[src/rtl/wb_pkg.sv]
// Shared widths and FSM state type for the writeback stage.
package wb_pkg;

   localparam int unsigned DATA_W = 8;
   localparam int unsigned ADDR_W = 3;
   localparam int unsigned CNT_W  = 16;

   typedef enum logic {
      IDLE     = 1'b0,
      WAIT_MEM = 1'b1
   } wb_state_e;

endpackage

[src/rtl/wb_retire_cnt.sv]
// Free-running retire counter: +1 per enabled cycle, wraps naturally at 2^CNT_W.
module wb_retire_cnt #(
   parameter int unsigned CNT_W = wb_pkg::CNT_W
) (
   input  logic             clk,
   input  logic             rst_n,
   input  logic             i_en,
   output logic [CNT_W-1:0] o_cnt
);

   always_ff @(posedge clk or negedge rst_n) begin
      if (!rst_n) begin
         o_cnt <= '0;
      end else if (i_en) begin
         o_cnt <= o_cnt + CNT_W'(1);
      end
   end

endmodule

[src/rtl/writeback_stage.sv]
// Writeback stage: commits ALU/load results to the register file as one-cycle pulses.
// Optional retire counter enabled by defining WB_RETIRE_CNT_EN.
module writeback_stage #(
   parameter int unsigned DATA_W = wb_pkg::DATA_W,
   parameter int unsigned ADDR_W = wb_pkg::ADDR_W,
   parameter int unsigned CNT_W  = wb_pkg::CNT_W
) (
   input  logic              clk_i,
   input  logic              rst_ni,
   input  logic              ex_valid_i,
   output logic              ex_ready_o,
   input  logic              ex_we_i,
   input  logic [ADDR_W-1:0] ex_rd_i,
   input  logic [DATA_W-1:0] ex_data_i,
   input  logic              ex_is_load_i,
   input  logic              ex_cb_we_i,
   input  logic              ex_cb_i,
   input  logic              mem_rvalid_i,
   input  logic [DATA_W-1:0] mem_rdata_i,
   output logic              write_o,
   output logic [ADDR_W-1:0] write_addr_o,
   output logic [DATA_W-1:0] write_data_o,
   output logic              write_cb_o,
   output logic              cb_data_o,
   output logic              load_pending_o,
   output logic              err_o,
   output logic [CNT_W-1:0]  retire_cnt_o
);
   import wb_pkg::*;

   wb_state_e         r_state;
   wb_state_e         w_state_nxt;

   logic              r_ld_we;
   logic              r_ld_cb_we;
   logic              r_ld_cb;
   logic [ADDR_W-1:0] r_ld_rd;

   logic              w_commit;
   logic              w_latch;
   logic              w_err_set;
   logic              w_cm_we;
   logic              w_cm_cb_we;
   logic              w_cm_cb;
   logic [ADDR_W-1:0] w_cm_rd;
   logic [DATA_W-1:0] w_cm_data;

   // Ready/pending come straight from state so decode never sees a path from ex_valid_i.
   assign ex_ready_o     = (r_state == IDLE);
   assign load_pending_o = (r_state == WAIT_MEM);

   always_ff @(posedge clk_i or negedge rst_ni) begin
      if (!rst_ni) begin
         r_state <= IDLE;
      end else begin
         r_state <= w_state_nxt;
      end
   end

   always_comb begin
      w_state_nxt = r_state;
      w_commit    = 1'b0;
      w_latch     = 1'b0;
      w_err_set   = 1'b0;
      w_cm_we     = ex_we_i;
      w_cm_rd     = ex_rd_i;
      w_cm_data   = ex_data_i;
      w_cm_cb_we  = ex_cb_we_i;
      w_cm_cb     = ex_cb_i;
      case (r_state)
         IDLE: begin
            w_err_set = mem_rvalid_i;
            if (ex_valid_i) begin
               if (ex_is_load_i) begin
                  w_latch     = 1'b1;
                  w_state_nxt = WAIT_MEM;
               end else begin
                  w_commit = 1'b1;
               end
            end
         end
         WAIT_MEM: begin
            if (mem_rvalid_i) begin
               w_commit    = 1'b1;
               w_state_nxt = IDLE;
               w_cm_we     = r_ld_we;
               w_cm_rd     = r_ld_rd;
               w_cm_data   = mem_rdata_i;
               w_cm_cb_we  = r_ld_cb_we;
               w_cm_cb     = r_ld_cb;
            end
         end
         default: w_state_nxt = IDLE;
      endcase
   end

   // Registered commit port; enables are pulses, payload holds between commits.
   always_ff @(posedge clk_i or negedge rst_ni) begin
      if (!rst_ni) begin
         write_o      <= 1'b0;
         write_cb_o   <= 1'b0;
         write_addr_o <= '0;
         write_data_o <= '0;
         cb_data_o    <= 1'b0;
         err_o        <= 1'b0;
         r_ld_we      <= 1'b0;
         r_ld_cb_we   <= 1'b0;
         r_ld_cb      <= 1'b0;
         r_ld_rd      <= '0;
      end else begin
         write_o    <= w_commit & w_cm_we;
         write_cb_o <= w_commit & w_cm_cb_we;
         if (w_commit) begin
            write_addr_o <= w_cm_rd;
            write_data_o <= w_cm_data;
            cb_data_o    <= w_cm_cb;
         end
         if (w_err_set) begin
            err_o <= 1'b1;
         end
         if (w_latch) begin
            r_ld_we    <= ex_we_i;
            r_ld_cb_we <= ex_cb_we_i;
            r_ld_cb    <= ex_cb_i;
            r_ld_rd    <= ex_rd_i;
         end
      end
   end

`ifdef WB_RETIRE_CNT_EN
   logic r_commit;

   always_ff @(posedge clk_i or negedge rst_ni) begin
      if (!rst_ni) begin
         r_commit <= 1'b0;
      end else begin
         r_commit <= w_commit;
      end
   end

   wb_retire_cnt #(.CNT_W(CNT_W)) u_retire_cnt (
      .clk   (clk_i),
      .rst_n (rst_ni),
      .i_en  (r_commit),
      .o_cnt (retire_cnt_o)
   );
`else
   assign retire_cnt_o = '0;
`endif

endmodule

[config.mk]
export PLATFORM = sky130hd
export DESIGN_NAME = writeback_stage
export DESIGN_NICKNAME = d
export VERILOG_FILES = /design/src/rtl/wb_pkg.sv /design/src/rtl/wb_retire_cnt.sv /design/src/rtl/writeback_stage.sv
export SDC_FILE = /design/constraint.sdc
export NUM_CORES = 1
export LEC_CHECK = 0
export ABC_AREA = 1
export CAP_MARGIN = 10
export CORE_ASPECT_RATIO = 1.25
export CORE_UTILIZATION = 44
export DETAILED_ROUTE_END_ITERATION = 16
export MAX_ROUTING_LAYER = met4
export PLACE_DENSITY = 0.85
export SLEW_MARGIN = 10
export SYNTH_ARGS = -nofsm -noshare
export SYNTH_HDL_FRONTEND = slang
export SYNTH_HIERARCHICAL = 1
export SYNTH_SLANG_ARGS = --single-unit
[constraint.sdc]
create_clock -name clk_i -period 2.1 [get_ports clk_i]
set_input_delay 0.21 -clock clk_i [delete_from_list [all_inputs] [get_ports clk_i]]
set_output_delay 0.21 -clock clk_i [all_outputs]
set_load 0.01 [all_outputs]
==> results of run 1 <==
area by class of cell:
cell class	instances	area [um^2]
Sequential cell	22	550.5
Tap cell	34	42.54
Timing Repair Buffer	46	452.9
Fill cell	262	1035
Clock inverter	1	30.03
Clock buffer	3	22.52
Multi-Input combinational cell	114	524.3
Inverter	11	48.80
cell usage after synthesis, drive strengths merged:
master / n / area (um^2)
nor2: 2 / 7.510
buf: 25 / 203.9
dfrtp: 22 / 550.5
nand2: 60 / 249.0
a21o: 1 / 7.510
nand3: 28 / 165.2
inv: 11 / 48.80
conb: 1 / 3.750
o21ai: 7 / 35.03
stage by stage:
stage	hold WS (ns)	util, %	instance area [um^2]	std cells
4_1_cts	0.2340	61.77	1672	231
3_3_place_gp	0.4440	59.82	1619	227
3_5_place_dp	0.4543	59.82	1619	227
2_1_floorplan	-0.08559	-	1328	172
5_1_grt	0.2437	61.77	1672	231
6_report	0.2343	61.77	1672	231
cell families (layout without fill, tap and decap cells):
kind of cell           count (synthesis)  after routing  synth area share (%)
flip-flops                            22             22                 43.31
buffers and inverters                 36             61                 19.88
other                                  1             16                0.2950
AO/OA/AOI/OAI                          8              8                 3.346
AND/OR/NAND/NOR                       90             90                 33.17
worst max path at each step:
| stage | end | slack (ns) | cells past startpoint |
|---|---|---|---|
| after floorplan | write_addr_o[0] | 1.0 | 6 |
| after global placement | load_pending_o | 0.65 | 1 |
| after detailed placement | load_pending_o | 0.64 | 1 |
| after CTS | load_pending_o | 0.27 | 1 |
| after global routing | load_pending_o | 0.20 | 1 |
| final | load_pending_o | 0.28 | 1 |
layer usage:
layer / share of wire, % / track usage (%)
met1: 41 / 20.68
met5: 0 / -
met4: 1.3 / 6.122
met3: 6.6 / 3.163
met2: 51 / 32.57
where the power goes:
group	switching, uW	total, uW	internal, uW
Clock	128	321	193
Sequential	50.5	554	504
Combinational	182	392	209
Total	361	1270	906
==> flow_metrics.tcl, run 1 <==
set metrics [dict create \
    dieArea_mm2 0.003109 \
    antenna_found_initial 0 \
    period_minus_slack_ns 1.817 \
    syn_to_final_growth_pct 31.50 \
    grt_use_total_pct 18.21 \
    top_register "write_data_o" \
    initial_core_util_pct 46.97 \
    peakVddDrop_uv 430.6 \
    tritoncts "built" \
    cp_top_family "flip-flops" \
    final_net_count 225 \
    crit_start "load_pending_o" \
    num_rows 21 \
    min_path_type "primary input to async pin" \
    slew_violations 0 \
    viasPerCell 4.584 \
    grt_pass1_wl_mm 4.091 \
    synth_cells 157 \
    hold_violations 0 \
    grt_max_degree 28 \
    firstDrtPassIters 4 \
    gr-total-overflow 0 \
    ant_nets 0 \
    die_x_um 50.08 \
    wirelength_mm 2.426 \
    cts_made_buffers 3 \
    drtIter0Drc 14 \
    final_common_cell "nand2_1" \
    ioPinCount 60 \
    status "completed" \
    diodes 0 \
    avgSynthCellArea_um2 8.097 \
    largest_reg_flops 8 \
    seq_area_frac_synth_pct 43.31 \
    drc 0 \
    place.gp.congestion 0.7940 \
    cap_violations 0 \
    worst-path-buf-inv 1 \
    p_leak_uw 0.0008560 \
    p_total_uw 1266 \
    clockBufferDepth 2 \
    clk_latency_ns 0.31 \
    rsz0062_at_grt "no" \
    root_buffer "clkbuf_4" \
    cts_htree_levels 1 \
    die_y_um 62.10 \
    ys_types 15 \
    cts_post_setup_buffers_inserted 0 \
    rr_worst_depth 5 \
    cp_slowest_cell "dfrtp_1" \
    cp.arrival_ns 1.61 \
    final_cell_mix "nand2_1, clkdlybuf4s50_1, nand3_1, dfrtp_1, conb_1" \
    synth-seq-cells 22 \
    cellPowerDensity_mw_per_mm2 757.6 \
    reg2reg_to "write_o" \
    endpoint_kind "output pin" \
    io_buffer_count 43 \
    setup_viol 0 \
    cp.required_ns 1.89 \
    vias 1059 \
    worstSetupPathType "flop to output pin" \
    yosys_warnings 6 \
    post_cts_resized 0 \
    start_kind "flop" \
    first_global_vias 941 \
    setup_ws_ns 0.2829 \
    r2r_slack_ns 0.62 \
    dp_slack_ns 0.6415 \
    drive_above_1_share_pct 6.091 \
    top_regs "write_data_o x8, r_ld_rd x3, write_addr_o x3" \
    max_clock_freq_ghz 0.5503 \
    cpPeakStageDelay_ns 0.67 \
    finalCritPeriodShare_pct 86.53 \
    routedWlPerCell_um 10.50 \
    finClkSkew_ns 0.003661 \
    rr_startpoint "load_pending_o" \
    clkTransAtPathRegs_ns 0.12 \
    critPathMaxFanout 12 \
    crit_chain "clkdlybuf4s50_1" \
    hpwl_mm 1.745 \
    cts.sinks 22 \
    setup_tns_ns 0 \
    cts.hold.buffers_added 0 \
    core_mm2 0.002706 \
    synth_area_mm2 0.001271 \
]
No activity file was read; power rests on OpenSTA's default activity.
==> run 2: changes to the inputs <==
- ABC_AREA: 1 -> unset
- CORE_UTILIZATION: 44 -> 36
- PLACE_DENSITY: 0.85 -> 0.76
- SYNTH_HIERARCHICAL: 1 -> unset
- clock period: 2.1 -> 1.55 ns (I/O delays scaled with it)
==> flow_metrics.tcl, run 2 <==
set metrics [dict create \
    status "completed" \
    cts_htree_levels 1 \
    cp.required_ns 1.39 \
    wirelength_mm 2.710 \
    cts.sinks 22 \
    peakVddDrop_uv 642.8 \
    slew_violations 0 \
    r2r_slack_ns 0.11 \
    synth_ff_type "dfrtp_1" \
    synth_top_area_share_pct 45.04 \
    gr-total-overflow 0 \
    endpoint_kind "output pin" \
    viasPerCell 5.131 \
    largest_reg_flops 8 \
    grt_use_total_pct 17.03 \
    synthAdderAreaFrac_pct 0 \
    clk_latency_ns 0.26 \
    cts_made_buffers 3 \
    synth-seq-cells 22 \
    avgSynthCellArea_um2 11.11 \
    num_rows 23 \
    syn_to_final_growth_pct 38.28 \
    drtIter0Drc 22 \
    synth_top_family_by_area "compound AO/OA/AOI/OAI gates" \
    io_buffer_count 43 \
    dieArea_mm2 0.003634 \
    swShare_pct 29.26 \
    die_y_um 67.15 \
    initial_core_util_pct 37.93 \
    routedWlPerCell_um 14.19 \
    top_register "write_data_o" \
    firstDrtPassIters 4 \
    setup_tns_ns 0 \
    ant_nets 0 \
    max_slew_margin_pct 48.36 \
    synth_area_leaders "dfrtp_1, a221oi_2, buf_4" \
    yosys_warnings 0 \
    tritoncts "built" \
    drc 0 \
    pwr-share-clk_pct 20.6 \
    synth.most_common_cell "dfrtp_1" \
    ioPinCount 60 \
    synthXorXnorAreaFrac_pct 0 \
    core_mm2 0.003223 \
    setup_viol 0 \
    root_buffer "clkbuf_8" \
    synth_compound_gate_area_share_pct 21.08 \
    synth_edf_count 0 \
    synthTopCellsByCount "dfrtp_1, buf_4, inv_1" \
    period_minus_slack_ns 1.512 \
    final_area_mm2 0.001690 \
    first_global_vias 977 \
    cap_violations 0 \
    place_area_mm2 0.001649 \
    rsz0062_at_grt "no" \
    worstSetupPathType "flop to output pin" \
    drive_above_1_share_pct 17.53 \
    die_x_um 54.12 \
    synth_area_leader_cell "dfrtp_1" \
    grt_pass1_wl_mm 4.409 \
    hold_violations 0 \
    finClkSkew_ns 0.003062 \
    final_net_count 183 \
    top_regs "write_data_o x8, r_ld_rd x3, write_addr_o x3" \
    diodes 0 \
    yosys.area_share.simple_pct 11.05 \
    final_common_cell "clkdlybuf4s50_1" \
    p_seq_share_pct 44.6 \
    clkTransAtPathRegs_ns 0.07 \
    p_sw_uw 497.7 \
    fin_util_pct 52.45 \
    cellPowerDensity_mw_per_mm2 1006 \
    critPathMaxFanout 8 \
    grt_max_degree 23 \
    ys_types 18 \
    combPwrFrac_pct 34.8 \
    cp.arrival_ns 1.36 \
    worst_pin_slew_ns 0.7747 \
    antenna_found_initial 0 \
    min_path_type "primary input to async pin" \
    max_clock_freq_ghz 0.6612 \
    yosys-mux-area-fraction_pct 5.527 \
    final_cell_mix "clkdlybuf4s50_1, dfrtp_1, conb_1, inv_1" \
    async_flop_share_pct 100.0 \
    clockBufferDepth 2 \
    seq_area_frac_synth_pct 45.04 \
    finalCritPeriodShare_pct 97.57 \
    intPower_uw 1203 \
    vias 980 \
    synth_cells 110 \
    synth_area_mm2 0.001222 \
    hpwl_mm 1.974 \
    place.gp.congestion 0.7214 \
    p_leak_uw 0.0007081 \
    start_kind "flop" \
]
run 2: cell count changes after synthesis, sizes merged, moves of 2 or more:
cell | previous run | this run
nand2 | 60 | 0
o21ai | 7 | 1
a22o | 0 | 2
a21oi | 0 | 12
mux2 | 0 | 6
a221oi | 0 | 12
inv | 11 | 13
nor2 | 2 | 0
buf | 25 | 21
clkbuf | 0 | 3
nor4b | 0 | 12
nand3 | 28 | 0
run 2: repair_timing:
action | CTS | global route
setup endpoints to repair | 2 | 0
hold buffers | 0 | 0
buffers inserted | 0 | 0
endpoints found under the hold margin | 0 | 0
gates resized for setup | 2 | 0
run 2: power groups by stage:
stage	clock network [uW]	logic, uW	registers (uW)
floorplan	0	289	793
global placement	0	584	765
detailed placement	0	597	769
CTS	363	597	760
global route	373	649	774
finish	350	592	759
run 2: final timing paths:
path,start,endpoint,cells past startpoint
worst max register to register,load_pending_o,write_data_o[7],2
worst min register to register,err_o,err_o,1
worst max-delay path,load_pending_o,load_pending_o,2
worst min-delay path,rst_ni,r_ld_we,2
max in group asynchronous,rst_ni,load_pending_o,2
min in group clk_i,mem_rdata_i[4],write_data_o[4],3
run 2: kinds of logic after synthesis:
kind of cell           after synthesis
buffers and inverters               37
AO/OA/AOI/OAI                       28
flip-flops                          22
AND/OR/NAND/NOR                     16
multiplexers                         6
other                                1
run 2: critical path: stages (launching register included):
cell and delay, ns:
dfrtp_2 0.43, buf_4 0.14, clkdlybuf4s50_1 0.53
run 2: layout make-up:
| class | instances | area (um^2) |
|---|---|---|
| clock buffers | 3 | 41.29 |
| fillers | 290 | 1533 |
| inverters | 13 | 48.80 |
| multi-input cells | 66 | 520.5 |
| flip-flops and latches | 22 | 551.8 |
| well taps | 37 | 46.29 |
| repair buffers | 50 | 481.7 |
run 2: metrics by stage:
stage / setup slack [ns] / instances / hold WS (ns) / total power [uW]
final: 0.03766 / 191 / 0.2348 / 1701
after global routing: 0.006959 / 191 / 0.2992 / 1796
after CTS: 0.03033 / 191 / 0.2420 / 1721
after detailed placement: -0.1027 / 188 / 0.4531 / 1366
after global placement: -0.04862 / 188 / 0.4424 / 1349
after floorplan: 0.2340 / 125 / -0.1406 / 1082
run 2: routing by layer:
metal	up-vias	track usage, %	part of all wire (%)
li1	456	-	-
met1	476	21.65	44
met3	7	1.351	4.3
met2	41	27.13	49
met5	-	-	0
met4	0	7.692	1.9
==> run 3: changes to the inputs <==
- GPL_TIMING_DRIVEN: unset -> 0
==> flow_metrics.tcl, run 3 (synthesized netlist as in run 2, its figures left out) <==
set metrics [dict create \
    diodes 0 \
    wirelength_mm 2.890 \
    drc 0 \
    die_x_um 54.12 \
    cts_htree_levels 1 \
    tritoncts "built" \
    cp_top_family "buffers and inverters" \
    ioPinCount 60 \
    cap_violations 0 \
    p_total_uw 1805 \
    critPathMaxFanout 10 \
    min_path_type "primary input to async pin" \
    cp_slowest_cell "dfrtp_1" \
    max_slew_margin_pct 34.03 \
    clockBufferDepth 2 \
    final_common_cell "clkdlybuf4s50_1" \
    initial_core_util_pct 37.93 \
    worstSetupPathType "flop to output pin" \
    routedWlPerCell_um 13.76 \
    cts.sinks 22 \
    max_clock_freq_ghz 0.6733 \
    crit_top_cell "buf_4" \
    crit_chain "buf_4, buf_4, inv_1, clkdlybuf4s15_1" \
    setup_tns_ns 0 \
    start_kind "flop" \
    largest_reg_flops 8 \
    antenna_found_initial 0 \
    slew_violations 0 \
    cp.arrival_ns 1.33 \
    dieArea_mm2 0.003634 \
    grt_use_total_pct 18.14 \
    hpwl_mm 2.183 \
    place.gp.congestion 0.7904 \
    worst-path-buf-inv 4 \
    peakVddDrop_uv 696.7 \
    die_y_um 67.15 \
    cpPeakStageDelay_ns 0.40 \
    top_register "write_data_o" \
    cp.required_ns 1.39 \
    vias 1040 \
    syn_to_final_growth_pct 49.13 \
    clk_latency_ns 0.27 \
    p_leak_uw 0.0008035 \
    ant_nets 0 \
    endpoint_kind "output pin" \
    first_global_vias 1034 \
    setup_ws_ns 0.06482 \
    rsz0062_at_grt "no" \
    grt_pass1_wl_mm 4.636 \
    root_buffer "clkbuf_8" \
    gr-total-overflow 0 \
    final_net_count 201 \
    hold_violations 0 \
    setup_viol 0 \
    io_buffer_count 43 \
    core_mm2 0.003223 \
    finalCritPeriodShare_pct 95.82 \
    grt_max_degree 23 \
    num_rows 23 \
    drive_above_1_share_pct 24.28 \
    cts_made_buffers 3 \
    top_regs "write_data_o x8, r_ld_rd x3, write_addr_o x3" \
    status "completed" \
    worst_pin_slew_ns 0.9864 \
    dp_slack_ns -0.1236 \
    viasPerCell 4.952 \
    cellPowerDensity_mw_per_mm2 990.1 \
    drtIter0Drc 8 \
    finClkSkew_ns 0.007304 \
    period_minus_slack_ns 1.485 \
    clkTransAtPathRegs_ns 0.08 \
    final_cell_mix "clkdlybuf4s50_1, dfrtp_1, buf_4, conb_1, inv_1" \
    place_area_mm2 0.001755 \
    firstDrtPassIters 4 \
    final_area_mm2 0.001823 \
]
run 3: area by class of cell:
class                   instances  area [um^2]
multi-input cells              66        520.5
flip-flops and latches         22        550.5
repair buffers                 44        437.9
fillers                       303         1400
well taps                      37        46.29
plain buffers                  24        163.9
clock buffers                   4        55.05
inverters                      13        48.80
run 3: through the flow:
step | cells | utilization [%] | hold slack, ns
floorplan | 125 | - | -0.1406
global placement | 205 | 54.46 | 0.4398
detailed placement | 205 | 54.46 | 0.4519
CTS | 209 | 56.29 | 0.4401
global route | 210 | 56.56 | 0.4594
finish | 210 | 56.56 | 0.4277
run 3: layer usage:
layer | vias to the layer above | part of all wire, % | GRT usage (%)
met1 | 498 | 41 | 21.75
met5 | - | 0 | -
met2 | 42 | 53 | 30.03
met4 | 0 | 1.1 | 7.051
met3 | 4 | 5.2 | 2.703
li1 | 496 | - | -
run 3: power breakdown:
| group | internal (uW) | total, uW | switching (uW) |
|---|---|---|---|
| combinational | 367 | 632 | 265 |
| clock | 227 | 419 | 192 |
| sequential | 690 | 754 | 64.1 |
run 3: timing repair:
| item | in CTS | in global routing |
|---|---|---|
| setup endpoints to repair | 1 | 1 |
| buffers inserted | 0 | 1 |
| hold buffers | 0 | 0 |
| pin swaps | 0 | 0 |
| gates resized for setup | 3 | 1 |
run 3: worst register-to-register path, cell delays in order (launching register included):
cell,delay (ns)
dfrtp_1,0.40
buf_4,0.17
and2_1,0.21
buf_2,0.25
a221oi_2,0.30
run 3: path summary, 6_finish.rpt:
check	startpoint	end	slack, ns	cells past startpoint
max in group asynchronous	rst_ni	cb_data_o	0.52	1
hold reg to reg	err_o	err_o	0.47	1
setup reg to reg	load_pending_o	write_data_o[5]	0.14	4
hold / removal	rst_ni	write_addr_o[0]	0.43	1
min in group clk_i	mem_rdata_i[2]	write_data_o[2]	0.43	3
setup / recovery	load_pending_o	ex_ready_o	0.06	4
==> RTL change 1: new RTL, config.mk and constraints of run 2 <==
The option `WB_RETIRE_CNT_EN` is turned on by a define.
--- a/src/rtl/writeback_stage.sv
+++ b/src/rtl/writeback_stage.sv
@@ -1,5 +1,7 @@
 // Writeback stage: commits ALU/load results to the register file as one-cycle pulses.
 // Optional retire counter enabled by defining WB_RETIRE_CNT_EN.
+`define WB_RETIRE_CNT_EN
+
 module writeback_stage #(
    parameter int unsigned DATA_W = wb_pkg::DATA_W,
    parameter int unsigned ADDR_W = wb_pkg::ADDR_W,
Check against the original RTL: not equivalent (a bounded check fails within 4 cycles, from zero or initial values and one cycle with rst_ni low).
==> RTL change 1 against run 2 <==
  * Clock power grew 85%
  * Critical endpoint is now retire_cnt_o[6]
  * Maximum frequency grew 0.85%
  * Largest cell class unchanged
  * Die area grew 39%
  * Synthesized area grew 41%
  * Routed wire length grew 27%
  * Clock skew grew 3.0 ps
  * Synthesized cell count grew 18%
  * Via count grew 30%
  * Total power grew 79%
  * Final area grew 50%
  * Sequential cell count grew 17
  * Setup slack gained 13 ps
==> RTL change 1: results (changes against run 2) <==
Synth
  – Async SR Flop Fraction: 1.00 (unchanged)
  – Sequential area share after synthesis: 0.566 (+0.116)
  – Ranking of synthesized cells by area: dfrtp_1 57%, mux2_2 20%, xor2_1 5.6%
  – Synth cell count leaders: 39 x dfrtp_1, 31 x mux2_2, 11 x xor2_1
  – Syn_area_per_cell: 13.3 µm² (+19%)
  – Predominant post-synthesis flop cell: dfrtp_1
  – Netlist cell types: 21 (+3)

Cells and area
  – Multi-input logic area: 702 µm² (+35%)
  – Fin cells: 262 (+37%)
  – Final clock-cell share: 0.0321 (+0.00766)
  – Comb_multi_in: 84 (+27%)
  – Largest regs: u_retire_cnt.o_cnt (16), write_data_o (8)
  – Flip-flop and latch area: 977 µm² (+77%)
  – Non-clock inverters: 4 (-9)
  – Final nets: 231 (+26%)
  – FILL cells: 392 (+35%)
  – Share of layout cells above drive strength 1: 0.250 (+0.0747)
  – Bufs w/o clock: 69 (+38%)
  – Non-clock buffer share: 0.271 (-0.0140)
  – Clock Buffer Count: 7 (+4)

Worst setup path
  – WP data arrival: 1340 ps (-20 ps)
  – Max FO, Critical Path: 7 (-1)
  – CP peak stage delay: 590 ps (+60 ps)

Pwr
  – Power per cell area: 1200 nW/µm² (+19%)
  – Logic pwr share: 0.335 (-0.013)
  – Clk pwr share: 0.213 (+0.007)
  – Leakage power: 0.00110 µW (+56%)
  – Internal: 2170 µW (+81%)
  – Maximum vdd drop: 0.522 mV (-19%)

Clock network
  – Clock latency on the worst-skew pair: 280 ps (+20 ps)
  – TritonCTS buffer count: 5 (+2)
  – Post-CTS Hold Buffers: 1 (+1)
  – Clock Sinks: 39 (+77%)
  – CTS max path bufs: 2 (unchanged)
  – H-Tree Depth: 2 (+1)

Route
  – Met2 WL: 1700 µm (+27%)
  – DR WL/cell: 13.1 µm (-7.6%)
  – WL met1: 1520 µm (+27%)
  – Top sig layer: met4
  – Vias per inst: 4.87 (-5.2%)
  – Initial DRC count: 76 (+250%)
  – Met3 Wirelength: 176 µm (+50%)

Global route
  – Largest net degree at the start of global routing: 40 (+74%)
  – Global-route wire length before repair: 6010 µm (+36%)
  – Vias in the first global route: 1333 (+36%)
  – Tot GR Track Use: 0.157 (-0.0131)

Placement
  – Pre-CTS setup slack: -20.8 ps (+81.9 ps)
  – DP Cell Count: 253 (+35%)
  – Post-DP HPWL: 2480 µm (+26%)
  – Gpl congestion: 0.732 (+1.4%)
  – Port Buf Inserts: 59 (+37%)

Run status
  – Status: finished, final reports clean

Hold path
  – Hold Path Class: primary input to register

STA
  – Clock Skews: 6.03 ps (+2.97 ps)
RTL change 1: cell types whose count changed in the layout (fill, tap and decap cells not counted), moves of 11 or more:
cell / delta
dfrtp_1: +17
conb_1: -16
mux2_2: +25
xor2_1: +11
nor4b_1: -12
clkdlybuf4s50_1: +15
RTL change 1: worst min-delay path: cells and delay by family:
kind	cells	cell delay, ps
buffers and inverters	1	410
AND/OR/NAND/NOR	1	60
AO/OA/AOI/OAI	1	50
RTL change 1: path summary, 6_finish.rpt:
path,to,slack [ps],depth (start not counted),start
setup reg to reg,write_data_o[2]$_DFFE_PN0P_,140,4,load_pending_o$_DFF_PN0_
hold / removal,write_cb_o$_DFF_PN0_,440,3,ex_cb_we_i
max in group asynchronous,load_pending_o$_DFF_PN0_,710,3,rst_ni
setup / recovery,retire_cnt_o[6],50,1,u_retire_cnt.o_cnt[6]$_DFFE_PN0P_
hold reg to reg,err_o$_DFFE_PN0P_,470,1,err_o$_DFFE_PN0P_
min in group asynchronous,write_cb_o$_DFF_PN0_,470,3,rst_ni
RTL change 1: stage by stage:
step / area (µm²) / utilization
after CTS: 2530 / 0.564
after detailed placement: 2440 / 0.544
after global placement: 2440 / 0.544
final: 2530 / 0.564
after global routing: 2530 / 0.564
after floorplan: 1720 / -
RTL change 1: kinds of logic (layout without fill, tap and decap cells):
logic type / Yosys count / in the layout / share of synthesized area
mux: 31 / 31 / 0.203
fa+ha+maj: 1 / 1 / 0.00726
buf+inv: 7 / 81 / 0.0261
flops: 39 / 39 / 0.566
compound gates: 5 / 5 / 0.0182
xor+xnor: 15 / 15 / 0.0762
simple gates: 32 / 32 / 0.103
RTL change 1: metal layers:
layer | GRT usage | vias to the layer above
li1 | - | 606
met1 | 0.190 | 616
met2 | 0.263 | 50
met3 | 0.0330 | 3
met4 | 0.0477 | 0
met5 | - | -
==> RTL change 2: new RTL, settings of run 2 <==
Made on the original files. Put one more register stage on the output `err_o`, cleared by the reset. The value now appears one clock later. The other outputs are not delayed to match.
--- a/src/rtl/writeback_stage.sv
+++ b/src/rtl/writeback_stage.sv
@@ -27,6 +27,8 @@
    output logic [CNT_W-1:0]  retire_cnt_o
 );
    import wb_pkg::*;
+
+   logic err_s0;
 
    wb_state_e         r_state;
    wb_state_e         w_state_nxt;
@@ -102,7 +104,7 @@
          write_addr_o <= '0;
          write_data_o <= '0;
          cb_data_o    <= 1'b0;
-         err_o        <= 1'b0;
+         err_s0       <= 1'b0;
          r_ld_we      <= 1'b0;
          r_ld_cb_we   <= 1'b0;
          r_ld_cb      <= 1'b0;
@@ -116,7 +118,7 @@
             cb_data_o    <= w_cm_cb;
          end
          if (w_err_set) begin
-            err_o <= 1'b1;
+            err_s0 <= 1'b1;
          end
          if (w_latch) begin
             r_ld_we    <= ex_we_i;
@@ -148,5 +150,13 @@
    assign retire_cnt_o = '0;
 `endif
 
+   always_ff @(posedge clk_i or negedge rst_ni) begin
+      if (!rst_ni) begin
+         err_o <= '0;
+      end else begin
+         err_o <= err_s0;
+      end
+   end
+
 endmodule
 
Formal check against the unedited RTL: not equivalent (Yosys sat finds a counterexample within 4 cycles, from zero or initial values and one cycle with rst_ni low).
==> RTL change 2 against run 2 <==
  * Critical path type unchanged
  * Final area increased by 4.1%
  * Synthesized cell count up 0.91%
  * Via count is 3.4% higher
  * Sequential cell count grew 1
  * Worst hold slack better by 6.6 ps
  * Critical path depth did not move
  * Global-route usage grew 0.40 points
  * Final cell count rose by 3.7%
  * Synthesized area increased by 2.0%
  * Clock power increased by 3%
  * Setup slack improved by 9.2 ps
  * Routed wire length increased by 8.4%
  * Total power increased by 4.2%
  * Largest cell class unchanged
==> RTL change 2: results (changes against run 2) <==
Worst setup path
  – Worst setup path endpoint: ex_ready_o
  – R2R setup slack: 80 ps (-30 ps)
  – R2R Path End: r_ld_we$_DFFE_PN0P_
  – Max FO, Critical Path: 6 (-2)
  – FF-to-FF path depth: 3 (+1)
  – Slowest cell on the critical path: clkdlybuf4s50_1

Synth
  – Ranking of synthesized cells by area: dfrtp_1 46%, a221oi_2 12%, buf_4 10%
  – Synth cell count leaders: 23 x dfrtp_1, 17 x buf_4, 13 x inv_1
  – Sequential area share after synthesis: 0.461 (+0.0110)
  – Mapped Cells: 111 (+0.91%)

Cells and area
  – Share of layout cells above drive strength 1: 0.205 (+0.0296)
  – Final nets: 189 (+3.3%)
  – FILL cells: 285 (-1.7%)

Placement
  – Post-DP HPWL: 2130 µm (+7.9%)
  – Gpl congestion: 0.805 (+12%)

Global route
  – Antenna violations before repair: 0 (unchanged)
  – Vias in the first global route: 956 (-2.1%)
  – Largest net degree at the start of global routing: 24 (+4.3%)
  – Tot GR Track Use: 0.174 (+0.00403)
  – Global-route wire length before repair: 4510 µm (+2.2%)

STA
  – Final Hold Slack: 241 ps (+6.62 ps)
  – Clock Skews: 1.72 ps (-1.34 ps)

Route
  – DR WL/cell: 14.8 µm (+4.6%)
  – Final WL: 2940 µm (+8.4%)
  – Vias post-DR: 1013 (+3.4%)
  – Initial DRC count: 34 (+55%)

Pwr
  – Switch share: 0.291 (-0.00114)
  – Maximum vdd drop: 0.751 mV (+17%)
  – Clk pwr share: 0.204 (-0.002)
  – Comb power: 625 µW (+5.6%)
  – Leakage power: 0.000743 µW (+5.0%)
  – Logic pwr share: 0.353 (+0.005)

Clock network
  – H-Tree Depth: 1 (unchanged)

Run status
  – Status: finished, final reports clean
[RTL change 2: worst register-to-register path, cell delays in order, from the launching register on]
cell      delay [ps]
dfrtp_2          450
buf_4            160
nand3b_1         360
mux2_2           380
[RTL change 2: cell type report]
type	count	area, µm²	area share
flip-flops and latches	23	577	0.328
repair buffers	55	520	0.296
inverters	13	48.8	0.0277
multi-input cells	66	522	0.297
clock buffers	4	45.0	0.0256
well taps	37	46.3	0.0263
[RTL change 2: how the worst min path moves through the flow]
| stage | startpoint | to | cells after the start |
|---|---|---|---|
| floorplan | rst_ni | cb_data_o$_DFFE_PN0P_ | 0 |
| global route | rst_ni | r_ld_cb$_DFFE_PN0P_ | 2 |
| finish | rst_ni | r_ld_cb$_DFFE_PN0P_ | 2 |
| detailed placement | err_s0$_DFFE_PN0P_ | err_o$_DFF_PN0_ | 0 |
| global placement | err_s0$_DFFE_PN0P_ | err_o$_DFF_PN0_ | 0 |
| CTS | rst_ni | r_ld_cb$_DFFE_PN0P_ | 2 |
[RTL change 2: layer usage]
metal  vias to the layer above  GRT usage  wire length, µm
li1                        469          -                -
met5                         -          -                0
met2                        52      0.297             1570
met4                         0     0.0577               24
met3                         2     0.0156              171
met1                       490      0.212             1170
[RTL change 2: kinds of logic after synthesis]
logic type / count (synthesis) / share of synthesized area
compound gates: 28 / 0.207
buf+inv: 37 / 0.167
flops: 23 / 0.461
mux: 6 / 0.0542
other cells: 1 / 0.00301
simple gates: 16 / 0.108
[RTL change 2: stage by stage]
| step | setup WS [ps] | instance area [µm²] |
|---|---|---|
| 2_1_floorplan | 234 | 1300 |
| 3_3_place_gp | -42.0 | 1700 |
| 3_5_place_dp | -86.1 | 1700 |
| 4_1_cts | 13.5 | 1750 |
| 5_1_grt | 1.33 | 1760 |
| 6_report | 46.9 | 1760 |
